===== src/rtl/mips_multicycle_ctrl.sv =====
// mips_multicycle_ctrl: Moore control FSM sequencing the multicycle MIPS datapath.
module mips_multicycle_ctrl #(
    parameter int STATE_W = 4
) (
    input  logic               clk,
    input  logic               reset,
    input  logic [5:0]         op,
    input  logic [5:0]         funct,
    input  logic               zero,
    output logic [2:0]         alu_control,
    output logic               alu_src_a,
    output logic [1:0]         alu_src_b,
    output logic               iord,
    output logic               mem_write,
    output logic               ir_write,
    output logic               reg_dst,
    output logic               mem_to_reg,
    output logic               reg_write,
    output logic [1:0]         pc_src,
    output logic               pc_en,
    output logic               instr_done,
    output logic               illegal_op,
    output logic [STATE_W-1:0] state_dbg
);
    typedef enum logic [STATE_W-1:0] {
        FETCH, DECODE, MEMADR, MEMRD, MEMWB, MEMWR,
        RTYPEEX, RTYPEWB, BEQEX, ADDIEX, ADDIWB, JEX
    } state_t;

    localparam logic [5:0] OP_R = 6'b000000, OP_LW = 6'b100011, OP_SW = 6'b101011,
                           OP_BEQ = 6'b000100, OP_ADDI = 6'b001000, OP_J = 6'b000010;
    localparam logic [5:0] F_ADD = 6'b100000, F_SUB = 6'b100010, F_AND = 6'b100100,
                           F_OR = 6'b100101, F_SLT = 6'b101010;

    state_t state, nextState, decodeNext;
    logic rtypeOk, memWr, irWr, regWr, pcEn, done, illegal;
    logic [2:0] rtypeAlu;

    assign rtypeOk = op == OP_R && funct inside {F_ADD, F_SUB, F_AND, F_OR, F_SLT};
    assign rtypeAlu = funct == F_SUB ? 3'b110 :
                      funct == F_AND ? 3'b000 :
                      funct == F_OR  ? 3'b001 :
                      funct == F_SLT ? 3'b111 : 3'b010;
    assign decodeNext = (op == OP_LW || op == OP_SW) ? MEMADR :
                        rtypeOk        ? RTYPEEX :
                        op == OP_BEQ   ? BEQEX :
                        op == OP_ADDI  ? ADDIEX :
                        op == OP_J     ? JEX : FETCH;

    always_ff @(posedge clk) begin
        if (reset)
            state <= FETCH;
        else
            state <= nextState;
    end

    always_comb begin
        nextState   = FETCH;
        alu_control = 3'b010;
        alu_src_a   = 1'b0;
        alu_src_b   = 2'b00;
        iord        = 1'b0;
        reg_dst     = 1'b0;
        mem_to_reg  = 1'b0;
        pc_src      = 2'b00;
        memWr       = 1'b0;
        irWr        = 1'b0;
        regWr       = 1'b0;
        pcEn        = 1'b0;
        done        = 1'b0;
        illegal     = 1'b0;
        case (state)
            FETCH: begin
                alu_src_b = 2'b01;
                irWr      = 1'b1;
                pcEn      = 1'b1;
                nextState = DECODE;
            end
            DECODE: begin
                alu_src_b = 2'b11;
                nextState = decodeNext;
                illegal   = decodeNext == FETCH;
                done      = decodeNext == FETCH;
            end
            MEMADR: begin
                alu_src_a = 1'b1;
                alu_src_b = 2'b10;
                nextState = op == OP_LW ? MEMRD : MEMWR;
            end
            MEMRD: begin
                iord      = 1'b1;
                nextState = MEMWB;
            end
            MEMWB: begin
                mem_to_reg = 1'b1;
                regWr      = 1'b1;
                done       = 1'b1;
            end
            MEMWR: begin
                iord  = 1'b1;
                memWr = 1'b1;
                done  = 1'b1;
            end
            RTYPEEX: begin
                alu_src_a   = 1'b1;
                alu_control = rtypeAlu;
                nextState   = RTYPEWB;
            end
            RTYPEWB: begin
                reg_dst = 1'b1;
                regWr   = 1'b1;
                done    = 1'b1;
            end
            BEQEX: begin
                alu_src_a   = 1'b1;
                alu_control = 3'b110;
                pc_src      = 2'b01;
                pcEn        = zero;
                done        = 1'b1;
            end
            ADDIEX: begin
                alu_src_a = 1'b1;
                alu_src_b = 2'b10;
                nextState = ADDIWB;
            end
            ADDIWB: begin
                regWr = 1'b1;
                done  = 1'b1;
            end
            JEX: begin
                pc_src = 2'b10;
                pcEn   = 1'b1;
                done   = 1'b1;
            end
            default: nextState = FETCH;
        endcase
    end

    // Reset aborts any in-flight instruction: no architectural write may escape.
    assign mem_write  = memWr & ~reset;
    assign ir_write   = irWr & ~reset;
    assign reg_write  = regWr & ~reset;
    assign pc_en      = pcEn & ~reset;
    assign instr_done = done & ~reset;
    assign illegal_op = illegal & ~reset;
    assign state_dbg  = state;
endmodule


===== config.mk =====
export PLATFORM = sky130hd
export DESIGN_NAME = mips_multicycle_ctrl
export DESIGN_NICKNAME = d
export VERILOG_FILES = /design/src/rtl/mips_multicycle_ctrl.sv
export SDC_FILE = /design/constraint.sdc
export NUM_CORES = 1
export LEC_CHECK = 0
export ABC_AREA = 1
export CORE_MARGIN = 3
export CORE_UTILIZATION = 30
export DETAILED_ROUTE_END_ITERATION = 8
export DONT_BUFFER_PORTS = 1
export GPL_ROUTABILITY_DRIVEN = 0
export SYNTH_ARGS = -nofsm -noshare
export SYNTH_HDL_FRONTEND = slang
export SYNTH_SLANG_ARGS = --single-unit

===== constraint.sdc =====
create_clock -name clk -period 3.3 [get_ports clk]
set_input_delay 0.66 -clock clk [delete_from_list [all_inputs] [get_ports clk]]
set_output_delay 0.66 -clock clk [all_outputs]
set_load 0.02 [all_outputs]

Word-level counts from Yosys, hierarchy flattened
Index checks and enable logic that the tools add are counted.
{"block": "totals", "reg_bits": 4, "input_bits": 15, "out_inout_bits": 21, "word_cells": 65}
{"block": "op_classes", "eq_ne": 21, "mux": 24, "bitwise": 7, "n_reduce_logical": 12}
{"op": "$eq A6 B6 Y1 const B", "count": 7}
{"op": "$pmux W4 S6", "count": 1}
{"op": "$mux W4", "count": 5}
{"op": "$eq A4 B3 Y1 const B", "count": 4}
{"op": "$eq A4 B4 Y1 const B", "count": 4}
{"op": "$mux W3", "count": 5}
{"op": "$eq A4 B2 Y1 const B", "count": 2}
{"op": "$logic_not A4 Y1", "count": 2}
{"op": "$mux W1", "count": 8}
{"op": "$and A1 B1 Y1", "count": 6}
{"op": "$eq A6 B2 Y1 const B", "count": 1}
{"op": "$eq A6 B3 Y1 const B", "count": 1}
{"op": "$eq A6 B4 Y1 const B", "count": 1}
{"op": "$logic_not A6 Y1", "count": 1}
{"op": "$pmux W2 S3", "count": 1}
{"op": "$pmux W3 S2", "count": 1}
{"op": "$reduce_or A2 Y1", "count": 3}
{"op": "$reduce_or A6 Y1", "count": 1}
{"op": "$reduce_bool A5 Y1", "count": 1}
{"op": "$eq A4 B1 Y1 const B", "count": 1}
{"op": "$pmux W1 S2", "count": 2}
{"op": "$pmux W2 S2", "count": 1}
{"op": "$reduce_or A4 Y1", "count": 1}
{"op": "$reduce_or A3 Y1", "count": 1}
{"op": "3 further kinds", "count": 3}

Longest topological paths before layout
Gate-level depths: netlist of the first run.
{"block": "depth", "depth_word": 9, "depth_mapped": 9, "depth_no_buf": 9}

Worst setup path after synthesis of the first run
OpenSTA, ideal clock, no wires.
{"block": "synth_timing", "path_type": "register -> output", "start": "reg state[1] (netlist: state_dbg[1])", "end": "out reg_write", "t_arrival_ns": 1.513, "required_ns": 2.640, "setup_slack_ns": 1.127, "stages_incl_launch_ff": 5, "path_buffers": 0, "path_cell_list": "dfxtp_1 nand2_1 nor2_1 nor2_1 a21oi_1"}
{"block": "synth_via", "elab_chain_len": 4, "word_cells_on_any_way": 6, "classes_between": "eq/ne (3); mux (1); bitwise (1); reduce/logical (1)"}
{"item": "from (decl)", "line": "35", "rtl": "state_t state, nextState, decodeNext;"}
{"item": "from (signal assigned)", "line": "54", "rtl": "state <= nextState;"}
{"item": "$eq A4 B4 Y1 / $eq A4 B3 Y1 (equally long branches)", "line": "72", "rtl": "case (state)"}
{"item": "$reduce_or A3 Y1 (no line) *"}
{"item": "$mux W1 *", "line": "72"}
{"item": "$and A1 B1 Y1 *", "line": "142", "rtl": "assign reg_write = regWr & ~reset;"}
{"item": "to (decl)", "line": "18", "rtl": "output logic reg_write,"}
Mark *: on every way between the ends. The rest lies on a longest branch, timed or not.

Worst setup path after layout of the first run
{"block": "layout_timing", "start": "reg state[1] (netlist: state_dbg[1])", "end": "out pc_en"}
{"block": "layout_via", "elab_chain_len": 4, "word_cells_on_any_way": 6, "classes_between": "eq/ne (2); mux (1); bitwise (1); reduce/logical (2)"}
{"item": "$eq A4 B4 Y1 / $logic_not A4 Y1 (equally long branches)", "line": "72"}
{"item": "$reduce_or A2 Y1 (no line)"}
{"item": "$pmux W1 S2 *", "line": "72"}
{"item": "$and A1 B1 Y1 *", "line": "143", "rtl": "assign pc_en = pcEn & ~reset;"}
{"item": "to (decl)", "line": "20", "rtl": "output logic pc_en,"}
Marks and branches as above.

==> impl_results.md, run 1 <==
* Status: completed
* Gr ovfl total at 0
* Count of final setup violators at 0
* Worst EP arrival at 1.87 ns
* VDD IR max at 87.69 uV
* Max reg flops at 4
* Core area at 1783 sq um
* H-tree levels at 1
* Cell Chain, Critical Path: nand2_1, nor2_1, a21oi_1, a21oi_1
* Post-Syn Area at 583.1 sq um
* Via density at 4.935
* Seq/Total Area, Yosys at 13.73%
* Top-Level Pins at 36
* GRT Util Overall at 12.10%
* Num Clock Sinks at 4
* Num CTS Buffers at 3
* Diodes inserted at 0
* Total power at 0.1486 mW
* Global-route wire length before repair at 2.490 mm
* Hold-fix buffers at CTS at 0
* Final net count at 130
* CTS Root Buffer Type: clkbuf_4
* Initial DRC count at 6
* CP max FO at 7
* Hold Violations, Final at 0
* Area after DPL at 606.8 sq um
* Synth top area share at 16.09%
* Starting Density at 32.70%
* Crit path top cell by count: a21oi_1
* Worst EP required at 2.64 ns
* Power per cell area at 236.1 nW/um^2
* Worst Hold Class: in -> reg
* Detail Route Antenna Nets at 0
* Startpoint types: register
* Max_cap viols at 0
* Buf+Inv Stages, Crit Path at 0
* Post-route cell area at 629.4 sq um
* RSZ-0062 raised after global routing: false
* Setup_tns at 0 ns
* Port-buffer cells at 0
* Routed via count at 681
* Crit path from: state_dbg[1]$_SDFF_PP0_
* Leak pwr at 0.3265 nW
* Clock skew at 0.002424 ns
* Fmax at 0.3951 GHz
* Worst Max-Slew Pin Slew at 0.6457 ns
* Synth Instances at 111
* Row count at 15
* Setup Fix Bufs, Post-CTS at 0
* R2R Path Start: state_dbg[1]$_SDFF_PP0_
* Crit. End Element: output pin
* Synth warn at 0
* Slew Viols, Final at 0
* Chip height at 50.09 um
* Syn Area/Cell at 5.253 sq um
* TritonRoute pass-1 iters at 5
* Fin crit share at 76.69%
* Min-delay src: reset
* HPWL after DPL at 1.305 mm
* Synthesis-stage register bit count at 4
* Clock Pin Slew Worst Setup and Hold Paths at 0.03 ns
* Netlist cell types at 20
* Ranking of synthesized cells by area: nand2_1 16%, dfxtp_1 14%, nor2_1 13%, inv_1 11%, a21oi_1 8.6%
* CP delay by family, top: flip-flops
* DRT Wirelength at 1.470 mm
* Fraction of layout cells with a size suffix above 1 at 16.81%
* Mapped Nets at 126
* Worst skew pair latency at 0.23 ns
* Synth area leader: nand2_1
* Crit path kind: reg -> out
* Most common cell after layout, fill and taps aside: nand2_1
* Commonest non-fill, non-tap cells in the layout: 25 x nand2_1, 20 x nor2_1, 17 x inv_1
* Die Wd at 50.09 um
* Vias in the first global route at 645
* Largest net degree at the start of global routing at 10
* DIE AREA at 2509 sq um
* Drc violations at 0
* CTS max path bufs at 2
* Slowest-stage cell, CP: dfxtp_1
* CTS resizes at 0
* Routed length per instance at 10.65 um
* Min Clock Period, post-route at 2.531 ns
* TritonCTS clock tree: built
* Antenna violations before repair at 0
* Area Overhead vs Synth at 7.940%
* Max incr delay on CP at 0.63 ns
* Relative slew slack at 56.62%
* Fin util at 35.30%
[path summary, 6_finish.rpt]
check | end | slack (ns) | cells after the start
max | pc_en | 0.77 | 4
min | state_dbg[1]$_SDFF_PP0_ | 0.49 | 1
max reg2reg | state_dbg[1]$_SDFF_PP0_ | 2.03 | 6
min reg2reg | state_dbg[2]$_SDFF_PP0_ | 0.72 | 2
[through the flow]
step                      setup slack [ns]  cells  hold slack (ns)
after global placement               1.049    135           0.7260
final                               0.7692    138           0.4911
after floorplan                      1.127    111           0.6440
after global routing                0.6143    138           0.4822
after CTS                           0.7665    138           0.4862
after detailed placement             1.017    135           0.7176
[Yosys cell counts (all sizes together)]
cell	number
a21oi	12
a31oi	1
and3	1
buf	1
clkinv	1
dfxtp	4
inv	21
nand2	29
nand3	9
nand4	3
nor2	25
nor3	1
o21ai	1
o22ai	2
[logic make-up (layout without fill, tap and decap cells)]
family | after synthesis | count (layout) | synth area share, %
AND/OR/NAND/NOR | 68 | 68 | 54.93
buffers and inverters | 23 | 25 | 15.66
AO/OA/AOI/OAI | 16 | 16 | 15.67
flip-flops | 4 | 4 | 13.73
[layer usage]
| metal | share of wire (%) | GRT usage (%) | vias to the layer above |
|---|---|---|---|
| li1 | - | - | 361 |
| met1 | 42 | 14.47 | 292 |
| met2 | 47 | 20.65 | 28 |
| met3 | 11 | 3.021 | 0 |
| met4 | 0 | 4.147 | 0 |
| met5 | 0 | 0 | - |
[cell type report]
| cell class | count | area (sq um) |
|---|---|---|
| Inverter | 22 | 83.83 |
| Clock buffer | 3 | 22.52 |
| Multi-Input combinational cell | 84 | 411.6 |
| Tap cell | 25 | 31.28 |
| Fill cell | 207 | 1154 |
| Sequential cell | 4 | 80.08 |
[power by group]
| group | internal [mW] | leakage, nW | switching, mW |
|---|---|---|---|
| registers | 0.0500 | 0.0326 | 0.00382 |
| logic | 0.00997 | 0.280 | 0.0275 |
| clock network | 0.0404 | 0.0138 | 0.0168 |
No activity file was read; power rests on OpenSTA's default activity.
==> run 2, diff against run 1 <==
==> constraint.sdc (replaced) <==
create_clock -name clk -period 2 [get_ports clk]
set_input_delay 0.4 -clock clk [delete_from_list [all_inputs] [get_ports clk]]
set_output_delay 0.4 -clock clk [all_outputs]
set_load 0.02 [all_outputs]
==> run 2 against run 1 <==
- global-route usage increased by 1.9 points
- combinational power is 92% higher
- non-clock buffer count rose by 12
- sequential cell count stayed put
- die area did not move
- sequential share of layout area is 0.83 points lower
- count of clock-buffer cells in the layout stayed put
- core utilization up 5.4 points
- hold slack got worse by 0.28 ns
- largest cell class unchanged
- largest power group unchanged
==> impl_results.md, run 2 (synthesized netlist as in run 1, its figures left out) <==
* Max incr delay on CP at 0.39 ns (was 0.63 ns)
* Slowest-stage cell, CP: dfxtp_4 (was dfxtp_1)
* Fmax at 0.5461 GHz
* Largest net degree at the start of global routing at 10 (unchanged)
* Status: completed (unchanged)
* Worst Hold Path EP: state_dbg[1]$_SDFF_PP0_ (unchanged)
* GRT Util Overall at 14.01% (was 12.10%)
* Routed length per instance at 11.27 um (was 10.65 um)
* Detail Route Antenna Nets at 0 (unchanged)
* Worst Hold Depth at 1 (unchanged)
* Worst Max-Slew Pin Slew at 0.3768 ns (was 0.6457 ns)
* FF-to-FF End: state_dbg[2]$_SDFF_PP0_ (was state_dbg[1]$_SDFF_PP0_)
* HPWL after DPL at 1.417 mm (was 1.305 mm)
* Area Overhead vs Synth at 24.46% (was 7.940%)
* Final Non-Filler Cells at 150 (was 138)
* Startpoint types: register (unchanged)
* R2R Setup Slk at 0.82 ns (was 2.03 ns)
* Diodes inserted at 0 (unchanged)
* Slew Viols, Final at 0 (unchanged)
* VDD IR max at 166.8 uV (was 87.69 uV)
* DRT Wirelength at 1.690 mm (was 1.470 mm)
* Vias in the first global route at 675 (was 645)
* Fraction of layout cells with a size suffix above 1 at 27.20% (was 16.81%)
* Min Clock Period, post-route at 1.831 ns
* Max reg flops at 4 (unchanged)
* H-tree levels at 1 (unchanged)
* R2R depth at 5 (was 6)
* Comb power frac at 27.2% (was 25.2%)
* Core area at 1783 sq um (unchanged)
* NetSw at 0.09100 mW (was 0.04817 mW)
* TritonCTS clock tree: built (unchanged)
* Clock skew at 0.01129 ns (was 0.002424 ns)
* Placed cells at 147 (was 135)
* Routed via count at 749 (was 681)
* Global-route wire length before repair at 2.760 mm (was 2.490 mm)
* Clock Pin Slew Worst Setup and Hold Paths at 0.04 ns (was 0.03 ns)
* Num CTS Buffers at 3 (unchanged)
* Setup Fix Bufs, Post-CTS at 0 (unchanged)
* Worst Hold Class: in -> reg (unchanged)
* Switch share at 34.34% (was 32.42%)
* Top-Level Pins at 36 (unchanged)
* Leak pwr at 0.3922 nW (was 0.3265 nW)
* Min-delay src: reset (unchanged)
* Power per cell area at 365.2 nW/um^2 (was 236.1 nW/um^2)
* Sequential power share at 33.3% (was 36.2%)
* TritonRoute pass-1 iters at 4 (was 5)
* DIE AREA at 2509 sq um (unchanged)
* Worst EP arrival at 1.43 ns (was 1.87 ns)
* Die Wd at 50.09 um (unchanged)
* Crit. End Element: output pin (unchanged)
* Relative slew slack at 74.79% (was 56.62%)
* Crit path kind: reg -> out (unchanged)
* Cell Chain, Critical Path: inv_2, nor2_4, nand2_2, nor2_1, nand2_1, o21ai_1, buf_4 (was nand2_1, nor2_1, a21oi_1, a21oi_1)
* Gr ovfl total at 0 (unchanged)
* Setup_tns at 0 ns (unchanged)
* Fin Hold WS at 0.2086 ns (was 0.4911 ns)
* Row count at 15 (unchanged)
* Port-buffer cells at 0 (unchanged)
* Initial DRC count at 6 (unchanged)
* Most common cell after layout, fill and taps aside: nand2_1 (unchanged)
* Filler instances at 197 (was 207)
* Via density at 4.993 (was 4.935)
* Antenna violations before repair at 0 (unchanged)
* Max_cap viols at 0 (unchanged)
* Buf+Inv Stages, Crit Path at 2 (was 0)
* Worst EP required at 1.60 ns (was 2.64 ns)
* Fin crit share at 91.56%
* Num Clock Sinks at 4 (unchanged)
* Internal power at 0.1740 mW (was 0.1004 mW)
* CP max FO at 5 (was 7)
* Final net count at 142 (was 130)
* CTS Root Buffer Type: clkbuf_4 (unchanged)
* Clock share of power at 39.5% (was 38.5%)
* R2R Path Start: state_dbg[3]$_SDFF_PP0_ (was state_dbg[1]$_SDFF_PP0_)
* Hold Violations, Final at 0 (unchanged)
* Count of final setup violators at 0 (unchanged)
* RSZ-0062 raised after global routing: false (unchanged)
* Chip height at 50.09 um (unchanged)
* Commonest non-fill, non-tap cells in the layout: 25 x nand2_1, 20 x nor2_1, 17 x inv_1 (unchanged)
* CP delay by family, top: simple AND/OR/NAND/NOR gates (was flip-flops)
* Drc violations at 0 (unchanged)
* CTS max path bufs at 2 (unchanged)
* Starting Density at 32.70% (unchanged)
* Worst skew pair latency at 0.24 ns (was 0.23 ns)
==> run 2: cell types whose count changed in the layout (fill, tap and decap cells not counted), sizes merged <==
cell	previous run	this run
buf	0	12
==> run 2: final cells by class <==
cell class	instances	area, sq um	share of cell area, %
Tap cell	25	31.28	4.310
Sequential cell	4	86.33	11.90
Multi-Input combinational cell	84	411.6	56.72
Clock buffer	3	22.52	3.103
Timing Repair Buffer	12	90.09	12.41
Inverter	22	83.83	11.55
==> run 2: worst max-delay path by stage <==
stage / from / end / slack [ns] / depth (start not counted)
floorplan: state_dbg[1]$_SDFF_PP0_ / reg_write / 0.09 / 4
global placement: state_dbg[0]$_SDFF_PP0_ / instr_done / 0.28 / 7
detailed placement: state_dbg[0]$_SDFF_PP0_ / instr_done / 0.25 / 7
CTS: state_dbg[1]$_SDFF_PP0_ / alu_control[0] / 0.03 / 5
global route: state_dbg[0]$_SDFF_PP0_ / instr_done / 0.03 / 7
finish: state_dbg[0]$_SDFF_PP0_ / instr_done / 0.17 / 7
==> run 2: worst register-to-register path, cell delays in order (launching register included) <==
cell	delay, ns
dfxtp_2	0.36
nor2_2	0.23
inv_1	0.14
nor2_4	0.13
a21oi_1	0.08
a31oi_1	0.16
==> run 2: stage by stage <==
stage / setup slack [ns] / utilization [%] / total power, mW / instance area, sq um
5_1_grt: 0.03366 / 40.70 / 0.2868 / 725.7
3_3_place_gp: 0.2827 / 39.09 / 0.1595 / 696.9
6_report: 0.1689 / 40.70 / 0.2650 / 725.7
4_1_cts: 0.03423 / 40.42 / 0.2713 / 720.7
3_5_place_dp: 0.2519 / 39.09 / 0.1615 / 696.9
2_1_floorplan: 0.08735 / - / 0.1466 / 583.1
==> run 2: routing by layer <==
metal  global-route usage, %  up-vias  part of all wire, %
li1                        -      380                    -
met1                   15.83      328                   42
met2                   22.83       37                   48
met3                   3.323        4                  8.5
met4                   9.677        0                  1.6
met5                       0        -                    0
==> run 2: repair_timing <==
action,4_1_cts,5_1_grt
resized for setup,1,3
endpoints found under the setup margin,1,6
endpoints found under the hold margin,0,0
pin swaps,0,0
hold buffers,0,0
==> run 2: power groups by stage <==
stage | combinational [mW] | sequential, mW | clock (mW)
final | 0.0721 | 0.0883 | 0.105
after global routing | 0.0811 | 0.0887 | 0.117
after CTS | 0.0721 | 0.0888 | 0.110
after detailed placement | 0.0719 | 0.0897 | 0
after global placement | 0.0699 | 0.0896 | 0
after floorplan | 0.0575 | 0.0891 | 0
==> run 3, diff against run 2 <==
--- a/config.mk
+++ b/config.mk
@@ -6,9 +6,9 @@
 export NUM_CORES = 1
 export LEC_CHECK = 0
 export ABC_AREA = 1
-export CORE_MARGIN = 3
-export CORE_UTILIZATION = 30
+export CORE_AREA = 3 3 40 42
 export DETAILED_ROUTE_END_ITERATION = 8
+export DIE_AREA = 0 0 43 45
 export DONT_BUFFER_PORTS = 1
 export GPL_ROUTABILITY_DRIVEN = 0
 export SYNTH_ARGS = -nofsm -noshare
==> run 3 against run 2 <==
- fmax shrank 0.19%
- hold slack gained 0.018 ns
- non-clock buffer count shrank 1
- critical path depth shrank 1
- via count shrank 7.5%
- combinational power grew 7.1%
- core utilization grew 15 points
- clock skew shrank 0.0096 ns
- sequential share of layout area shrank 0.14 points
==> impl_results.md, run 3 (synthesized netlist as in run 1, its figures left out) <==
* Hold-fix buffers at CTS at 0 (unchanged)
* Fraction of layout cells with a size suffix above 1 at 28.23% (was 27.20%)
* HPWL after DPL at 1.297 mm (was 1.417 mm)
* Status: completed (unchanged)
* R2R Setup Slk at 0.79 ns (was 0.82 ns)
* Clock share of power at 36.7% (was 39.5%)
* Core area at 1285 sq um (was 1783 sq um)
* Sequential power share at 33.2% (was 33.3%)
* Antenna violations before repair at 0 (unchanged)
* Final Non-Filler Cells at 139 (was 150)
* Met2 usage at 28.44% (was 22.83%)
* Via density at 4.986 (was 4.993)
* GR Layer Usage met1 at 18.51% (was 15.83%)
* TritonRoute pass-1 iters at 4 (unchanged)
* Largest net degree at the start of global routing at 10 (unchanged)
* Most common cell after layout, fill and taps aside: nand2_1 (unchanged)
* Clock skew at 0.001672 ns (was 0.01129 ns)
* M3 GR Usage at 3.984% (was 3.323%)
* Worst EP arrival at 1.43 ns (about the same)
* Leak pwr at 0.3871 nW (was 0.3922 nW)
* Vias in the first global route at 614 (was 675)
* Power per cell area at 359.8 nW/um^2 (was 365.2 nW/um^2)
* FF-to-FF End: state_dbg[1]$_SDFF_PP0_ (was state_dbg[2]$_SDFF_PP0_)
* Max_cap viols at 0 (unchanged)
* Switch share at 31.94% (was 34.34%)
* Detail Route Antenna Nets at 0 (unchanged)
* RSZ-0062 raised after global routing: false (unchanged)
* Initial DRC count at 8 (was 6)
* Area Overhead vs Synth at 22.32% (was 24.46%)
* NetSw at 0.08196 mW (was 0.09100 mW)
* Top-Level Pins at 36 (unchanged)
* Row count at 13 (was 15)
* Port-buffer cells at 0 (unchanged)
* CP max FO at 5 (unchanged)
* Worst Slack Setup Final at 0.1653 ns (was 0.1689 ns)
* Commonest non-fill, non-tap cells in the layout: 25 x nand2_1, 18 x nor2_1, 17 x inv_1 (was 25 x nand2_1, 20 x nor2_1, 17 x inv_1)
* Routed length per instance at 10.76 um (was 11.27 um)
* DRT Wirelength at 1.496 mm (was 1.690 mm)
* Fmax at 0.5451 GHz (was 0.5461 GHz)
* Fin util at 55.50% (was 40.70%)
* Min Clock Period, post-route at 1.835 ns (was 1.831 ns)
* Worst Max-Slew Pin Slew at 0.3831 ns (was 0.3768 ns)
* Comb power frac at 30.1% (was 27.2%)
* Drc violations at 0 (unchanged)
* Worst Hold Path EP: state_dbg[1]$_SDFF_PP0_ (unchanged)
* Starting Density at 45.37% (was 32.70%)
* GR peak layer: met2 (unchanged)
* Final net count at 141 (was 142)
* Placed cells at 136 (was 147)
* Pre-CTS setup slack at 0.3054 ns (was 0.2519 ns)
* Internal power at 0.1746 mW (was 0.1740 mW)
* CTS max path bufs at 2 (unchanged)
* Gr ovfl total at 0 (unchanged)
* Die Wd at 43 um (was 50.09 um)
* Hold Violations, Final at 0 (unchanged)
* R2R Path Start: state_dbg[2]$_SDFF_PP0_ (was state_dbg[3]$_SDFF_PP0_)
* Global-route wire length before repair at 2.387 mm (was 2.760 mm)
* Num CTS Buffers at 3 (unchanged)
* Startpoint types: register (unchanged)
* VDD IR max at 291.2 uV (was 166.8 uV)
* CTS Root Buffer Type: clkbuf_4 (unchanged)
* GRT Util Overall at 15.39% (was 14.01%)
* Crit. End Element: output pin (unchanged)
* Fin crit share at 91.73% (was 91.56%)
* Crit path kind: reg -> out (unchanged)
* Routed via count at 693 (was 749)
* Min-delay src: reset (unchanged)
* Clock Pin Slew Worst Setup and Hold Paths at 0.04 ns (about the same)
* R2R depth at 7 (was 5)
* Count of final setup violators at 0 (unchanged)
* Worst skew pair latency at 0.23 ns (was 0.24 ns)
* TritonCTS clock tree: built (unchanged)
* Max reg flops at 4 (unchanged)
* Setup_tns at 0 ns (unchanged)
* Worst Hold Depth at 1 (unchanged)
* Worst Hold Class: in -> reg (unchanged)
* H-tree levels at 1 (unchanged)
* Relative slew slack at 74.37% (was 74.79%)
* Num Clock Sinks at 4 (unchanged)
* Diodes inserted at 0 (unchanged)
* Worst EP required at 1.60 ns (about the same)
* DIE AREA at 1935 sq um (was 2509 sq um)
* Chip height at 45 um (was 50.09 um)
* Slew Viols, Final at 0 (unchanged)
==> run 3: worst max-delay path by stage <==
stage,startpoint,end,cells past startpoint
floorplan,state_dbg[1]$_SDFF_PP0_,reg_write,4
global placement,state_dbg[2]$_SDFF_PP0_,illegal_op,5
detailed placement,state_dbg[1]$_SDFF_PP0_,pc_en,5
CTS,state_dbg[1]$_SDFF_PP0_,pc_en,5
global route,state_dbg[0]$_SDFF_PP0_,pc_en,7
finish,state_dbg[3]$_SDFF_PP0_,instr_done,6
==> run 3: worst max-delay path, cell delays in order (launching register included) <==
cell and delay, ns:
dfxtp_2 0.36, nor2_2 0.24, nand2_2 0.11, nor2_1 0.11, nand2_1 0.09, o21ai_1 0.14, buf_4 0.15
==> run 3: repair_timing <==
action	in CTS	in global routing
setup endpoints to repair	0	5
buffers inserted	0	0
gates resized for setup	0	6
==> run 3: metal layers <==
metal	part of all wire (%)	wire length (um)	vias to the layer above
li1	-	-	378
met1	44	657	297
met2	48	725	18
met3	7.5	112	0
met4	0	0	0
met5	0	0	-
==> run 3: area by class of cell <==
type | instances | area, sq um
repair buffers | 11 | 82.58
clock buffers | 3 | 22.52
fillers | 146 | 571.8
flip-flops and latches | 4 | 83.83
well taps | 15 | 18.77
inverters | 22 | 83.83
multi-input cells | 84 | 421.7
==> run 3: metrics by stage <==
stage               hold slack, ns  power, mW  instance area, sq um
floorplan                   0.6079     0.1466                 583.1
global route                0.2188     0.2763                 713.2
finish                      0.2269     0.2566                 713.2
global placement            0.4656     0.1605                 676.9
detailed placement          0.4681     0.1617                 676.9
CTS                         0.2271     0.2597                 699.4
==> run 3: power by group through the flow <==
stage	clock (mW)	sequential (mW)	combinational, mW
after floorplan	0	0.0891	0.0575
after global placement	0	0.0864	0.0741
after detailed placement	0	0.0864	0.0754
after CTS	0.0989	0.0851	0.0756
after global routing	0.103	0.0857	0.0871
final	0.0941	0.0853	0.0772
